==> src/rtl/switch_link_tx.sv <==
// switch_link_pkg: flit and metadata layout shared by the egress stage and its bench.
// Purpose: defines flit_t (metadata + payload) and meta_t (VC tag).
// Latency/backpressure: n/a (type definitions only).
package switch_link_pkg;
    localparam int VC_W = 1;

    typedef struct packed {
        logic [VC_W-1:0] vc;
        logic [6:0]      rsvd;
    } meta_t;

    typedef struct packed {
        meta_t       metadata;
        logic [31:0] payload;
    } flit_t;
endpackage

// switch_link_tx: per-outport egress stage, 2-entry flit FIFO plus per-VC credit tracking.
// Latency: a flit accepted on cycle N can appear on link_flit/link_valid from cycle N+1.
// Backpressure: packet_sent drops while the FIFO is full; link_valid needs credit for the head VC.
// Ports:
//   clk, rst                         clock, asynchronous active-high reset
//   flit_in, flit_valid_in           flit offered by the switch outport
//   packet_sent                      flit accepted this cycle (combinational)
//   credit_granted[NUM_VCS]          registered copy of credit_ret_in, one pulse per return
//   link_flit, link_valid, link_ready  valid/ready link toward the PHY
//   credit_ret_in[NUM_VCS]           credit returns from the neighbour
//   credit_err                       sticky: credit returned while counter already at max
module switch_link_tx
    import switch_link_pkg::*;
#(
    parameter int NUM_VCS     = 2,
    parameter int BUFFER_SIZE = 8
) (
    input  logic               clk,
    input  logic               rst,
    input  flit_t              flit_in,
    input  logic               flit_valid_in,
    output logic               packet_sent,
    output logic [NUM_VCS-1:0] credit_granted,
    output flit_t              link_flit,
    output logic               link_valid,
    input  logic               link_ready,
    input  logic [NUM_VCS-1:0] credit_ret_in,
    output logic               credit_err
);
    localparam int CW = $clog2(BUFFER_SIZE + 1);

    typedef enum logic [1:0] {S_EMPTY, S_ONE, S_FULL} state_t;

    state_t             state_q, state_d;
    flit_t              mem_q [2];
    logic               rd_ptr_q, wr_ptr_q;
    logic [CW-1:0]      credit_q [NUM_VCS];
    logic [CW-1:0]      credit_d [NUM_VCS];
    logic [NUM_VCS-1:0] credit_granted_q;
    logic               credit_err_q, credit_err_d;

    flit_t              head;
    logic [VC_W-1:0]    head_vc;
    logic               head_has_credit;
    logic               push, pop;

    assign head    = mem_q[rd_ptr_q];
    assign head_vc = head.metadata.vc;

    always_comb begin
        head_has_credit = 1'b0;
        for (int v = 0; v < NUM_VCS; v++) begin
            if (head_vc == VC_W'(v) && credit_q[v] != '0) begin
                head_has_credit = 1'b1;
            end
        end
    end

    // No pass-through when full: a pop in the same cycle does not free a slot
    // for the push. The rst term keeps the ack low while reset is held.
    assign push        = flit_valid_in && (state_q != S_FULL) && !rst;
    assign link_valid  = (state_q != S_EMPTY) && head_has_credit;
    assign pop         = link_valid && link_ready;
    assign packet_sent = push;
    assign link_flit   = (state_q == S_EMPTY) ? '0 : head;

    assign credit_granted = credit_granted_q;
    assign credit_err     = credit_err_q;

    // Occupancy FSM
    always_comb begin
        state_d = state_q;
        case (state_q)
            S_EMPTY: if (push) state_d = S_ONE;
            S_ONE: begin
                if (push && !pop)      state_d = S_FULL;
                else if (pop && !push) state_d = S_EMPTY;
            end
            S_FULL:  if (pop) state_d = S_ONE;
            default: state_d = S_EMPTY;
        endcase
    end

    // Credit counters: a decrement and a return on the same VC cancel out.
    // A lone return at the maximum saturates and flags the error.
    always_comb begin
        credit_err_d = credit_err_q;
        for (int v = 0; v < NUM_VCS; v++) begin
            credit_d[v] = credit_q[v];
            if (pop && head_vc == VC_W'(v) && !credit_ret_in[v]) begin
                credit_d[v] = credit_q[v] - CW'(1);
            end else if (credit_ret_in[v] && !(pop && head_vc == VC_W'(v))) begin
                if (credit_q[v] == CW'(BUFFER_SIZE)) begin
                    credit_err_d = 1'b1;
                end else begin
                    credit_d[v] = credit_q[v] + CW'(1);
                end
            end
        end
    end

    always_ff @(posedge clk or posedge rst) begin
        if (rst) begin
            state_q          <= S_EMPTY;
            rd_ptr_q         <= 1'b0;
            wr_ptr_q         <= 1'b0;
            mem_q[0]         <= '0;
            mem_q[1]         <= '0;
            credit_granted_q <= '0;
            credit_err_q     <= 1'b0;
            for (int v = 0; v < NUM_VCS; v++) begin
                credit_q[v] <= CW'(BUFFER_SIZE);
            end
        end else begin
            state_q          <= state_d;
            credit_granted_q <= credit_ret_in;
            credit_err_q     <= credit_err_d;
            for (int v = 0; v < NUM_VCS; v++) begin
                credit_q[v] <= credit_d[v];
            end
            if (push) begin
                mem_q[wr_ptr_q] <= flit_in;
                wr_ptr_q        <= ~wr_ptr_q;
            end
            if (pop) begin
                rd_ptr_q <= ~rd_ptr_q;
            end
        end
    end
endmodule

==> config.mk <==
export PLATFORM = sky130hd
export DESIGN_NAME = switch_link_tx
export DESIGN_NICKNAME = d
export VERILOG_FILES = /design/src/rtl/switch_link_tx.sv
export SDC_FILE = /design/constraint.sdc
export NUM_CORES = 1
export LEC_CHECK = 0
export ABC_AREA = 0
export CAP_MARGIN = 20
export CORE_UTILIZATION = 29
export CTS_CLUSTER_SIZE = 30
export DETAILED_ROUTE_END_ITERATION = 10
export PLACE_DENSITY = 0.55
export RECOVER_POWER = 25
export SKIP_CTS_REPAIR_TIMING = 1
export SYNTH_ARGS = -nofsm -noshare
export SYNTH_HDL_FRONTEND = slang
export SYNTH_SLANG_ARGS = --single-unit
==> constraint.sdc <==
create_clock -name clk -period 12.6 [get_ports clk]
set_input_delay 2.52 -clock clk [delete_from_list [all_inputs] [get_ports clk]]
set_output_delay 2.52 -clock clk [all_outputs]
set_load 0.005 [all_outputs]
# ---- Word level (Yosys, flattened, before mapping)
# Index checks and enable logic that the tools add are counted.
dict set report totals {
  output_inout_bits 45
  regBits 95
  inputBits 46
  word_cells 92
}
dict set report classes {
  n_eq_ne 10
  n_mux 26
  addsub 4
  order_cmp 3
  bitwise_logic 5
  n_reduce_logical 31
}
# operator count
set op_table {}
lappend op_table {{$mux W40} 5}
lappend op_table {{$bwmux W80} 1}
lappend op_table {{$demux W40 S1} 1}
lappend op_table {{$mux W4} 6}
lappend op_table {{$logic_and A1 B1 Y1} 15}
lappend op_table {{$ne A2 B2 Y1 const B} 5}
lappend op_table {{$add A4 B1 Y4 const B} 2}
lappend op_table {{$eq A4 B4 Y1 const B} 2}
lappend op_table {{$mux W1} 8}
lappend op_table {{$mux W2} 4}
lappend op_table {{$reduce_bool A4 Y1} 2}
lappend op_table {{$sub A4 B1 Y4 const B} 2}
lappend op_table {{$logic_not A1 Y1} 7}
lappend op_table {{$pmux W2 S3} 1}
lappend op_table {{$reduce_bool A2 Y1} 3}
lappend op_table {{$ge A2 B2 Y1 const B} 2}
lappend op_table {{$not A1 Y2} 2}
lappend op_table {{$reduce_and A2 Y1} 2}
lappend op_table {{$ne A3 B3 Y1 const B} 1}
lappend op_table {{$not A1 Y1} 3}
lappend op_table {{$reduce_and A3 Y1} 1}
lappend op_table {{$eq A2 B1 Y1 const B} 1}
lappend op_table {{$eq A2 B2 Y1 const B} 1}
lappend op_table {{$logic_not A2 Y1} 1}
lappend op_table {{$lt A2 B1 Y1 const B} 1}

# ---- Longest topological paths before layout
dict set report logic_depth {
  ltp_word 18
  depth_mapped 12
  ltp_nobuf 11
}

# ---- Worst setup path before layout
# OpenSTA, ideal clock, no wires.
dict set report synth_timing {
  path_type {input-to-output}
  startpoint {input rst}
  endpoint {output packet_sent}
  slack_ns 5.008
  t_arrival_ns 5.072
  stages 3
  cell_sequence {inv_1 > and3_1 > clkbuf_1}
}
dict set report synth_between {
  elab_chain_cells 2
}
# item line_no
set synth_rtl {}
lappend synth_rtl {{start, declared} 36} ;# input logic rst,
lappend synth_rtl {{$logic_not A1 Y1 (no source line)} --}
lappend synth_rtl {{$logic_and A1 B1 Y1} 78} ;# assign push = flit_valid_in && (state_q != S_FULL) && !rst;
lappend synth_rtl {{end, declared} 39} ;# output logic packet_sent,
# No other way between the ends.

# ---- Worst setup path after layout
# Ends and elaborated chain as after synthesis.

==> flow_summary.ini <==
[clock_network]
root_buffer = clkbuf_16
tritoncts = yes
numCtsBuffers = 9
htree_levels = 3
cts_num_sinks = 95
path_clk_slew_ps = 60
clock_latency_ps = 340
clockBufferDepth = 2

[sta]
finClkSkew_ps = 5.136
relSlewSlack = -1.024
fin_hold_ws_ps = 504.2
tightest_slew_ps = 3036
fmax_mhz = 120.7
period_minus_slack_ps = 8282
finalHoldViolations = 0
min_period_over_period = 0.6573
slew_violations = 100
finalSetupViolCount = 0
tns_ps = 0
grt_setup_unrepaired = false
setup_ws_ps = 4318

[detailed_routing]
wl_per_cell_um = 15.18
drc_errors = 0
firstDrtPassIters = 4
drtIter0Drc = 69
vias = 2944
viasPerCell = 4.658
route.antenna.remaining_nets = 0
drt-total-wl_um = 9593

[pwr]
power_density_mw_per_mm2 = 253.2
leakage_nw = 2.550
power_mw = 1.506
vdd_ir_drop_max_mv = 0.08707

[finish]
diodes = 0
nets = 494
final_core_util = 0.3927
fin_area_mm2 = 0.005948
multi_input_area_mm2 = 0.001974
layout-drive-gt1-share = 0.2477
ff_latch_area_mm2 = 0.002381
instances_no_fill = 632
fillers = 1442
syn_to_final_growth_pct = 33.05

[die]
start_util = 0.2952
ios = 91
dieArea_mm2 = 0.01592
die_h_um = 126.2
num_rows = 45
core_area_mm2 = 0.01515
die_w_um = 126.2

[yosys]
yosysWarnings = 0
ys_seq_elements = 95
ys_types = 33
async_flop_share = 1.000
ys_dominant_reg_cell = dfrtp_1
yosysSeqAreaShare = 0.5323
synth_edf_count = 0
avgSynthCellArea_um2 = 12.66
synth_cells = 353
syn_area_mm2 = 0.004471
syn_nets = 408

[grt]
grt_max_degree = 57
grt_usage = 0.1311
grt-ovfl-total = 0
grt_pass1_wl_um = 16100
antenna_found_initial = 0
grt_pass1_vias = 3184

[hold_path]
hp-class = flop to flop

[placed_design]
placed_area_mm2 = 0.005598
dp.cells = 615
portBuffers = 90
pre_cts_slack_ps = 5740
hpwl_um = 6226
finalWeightedCongestion = 0.7129

[setup_path]
rrSetupSlack_ps = 9060
crit_type = input pin to primary output
path_max_fanout = 42
critPathLaunch = rst
ff2ff_path_depth = 11
r2r_start = rd_ptr_q
worstPathRequired_ps = 10080
cp-start-kind = input pin
crit_arrival_ps = 5760
endpoint = packet_sent
reg2reg_to = credit_q[2]
endpoint_kind = primary output

[flow_run]
maxCapViolations = 2

[status]
status = finished with violations
violations = capacitance limit, slew limit
-- per-layer routing --
metal  global-route usage  part of all wire
met5                    0                 0
met4              0.06662             0.021
met1               0.1610              0.44
met3              0.03144             0.045
met2               0.2148              0.49
-- registers in the layout, summed over array words and instances (netlist names) --
register        count
rd_ptr_q            1
state_q             2
wr_ptr_q            1
credit_err          1
credit_granted      2
mem_q              80
credit_q            8
-- worst min-delay path by stage --
stage / from / cells after the start / to / slack, ps
after CTS: mem_q[24] / 1 / mem_q[24] / 510
after global placement: mem_q[27] / 1 / mem_q[27] / 490
after detailed placement: mem_q[24] / 1 / mem_q[24] / 490
after floorplan: wr_ptr_q / 1 / wr_ptr_q / 460
final: credit_err / 2 / credit_err / 500
after global routing: mem_q[24] / 1 / mem_q[24] / 510
-- final cells by class --
| class | count | share of cell area |
|---|---|---|
| Clock inverter | 6 | 0.01809 |
| Multi-Input combinational cell | 230 | 0.3319 |
| Inverter | 8 | 0.005259 |
| Tap cell | 188 | 0.03955 |
| Sequential cell | 95 | 0.4003 |
| Timing Repair Buffer | 95 | 0.1647 |
| Clock buffer | 10 | 0.04018 |
-- critical path, stage by stage --
cell and delay [ps]:
dlygate4sd3_1 550, clkinvlp_2 1390, and3_1 830, clkdlybuf4s50_1 480
-- Yosys cell counts (all sizes together), types with 4 or more instances --
cell	instances	area [µm²]
nor3	4	20.02
xor2	6	52.55
ha	9	112.6
dfrtp	93	2327
nand2	12	45.04
mux2	81	912.1
inv	8	30.03
buf	9	45.04
xnor2	6	52.55
mux2i	40	400.4
nor2	42	157.7
clkbuf	11	41.29
-- logic make-up after synthesis --
| logic type | after synthesis | share of synthesized area |
|---|---|---|
| XOR/XNOR | 12 | 0.02351 |
| multiplexers | 121 | 0.2936 |
| AND/OR/NAND/NOR | 74 | 0.07781 |
| AO/OA/AOI/OAI | 14 | 0.02155 |
| buffers and inverters | 28 | 0.02603 |
| flip-flops | 95 | 0.5323 |
| adder cells (fa/ha/maj) | 9 | 0.02519 |
-- layout by cell type (no fill, tap or decap), types with 3 or more instances in the layout --
cell             instances
nor3b_1                  3
dlygate4sd3_1            6
clkbuf_16                9
inv_1                    7
mux2_2                  81
ha_1                     9
xnor2_1                  6
nand2_1                 11
dfrtp_1                 92
nor3_1                   4
nor2_1                  41
bufinv_16                3
o21ai_0                  3
clkdlybuf4s50_1         84
xor2_1                   6
mux2i_1                 40
-- where the power goes --
part | switching [mW] | internal, mW | leakage [nW] | total, mW
Clock | 0.115 | 0.199 | 0.168 | 0.313
Sequential | 0.0901 | 0.461 | 1.12 | 0.551
Combinational | 0.260 | 0.382 | 1.26 | 0.642
Total | 0.464 | 1.04 | 2.55 | 1.51
(Power assumes the default switching activity.)
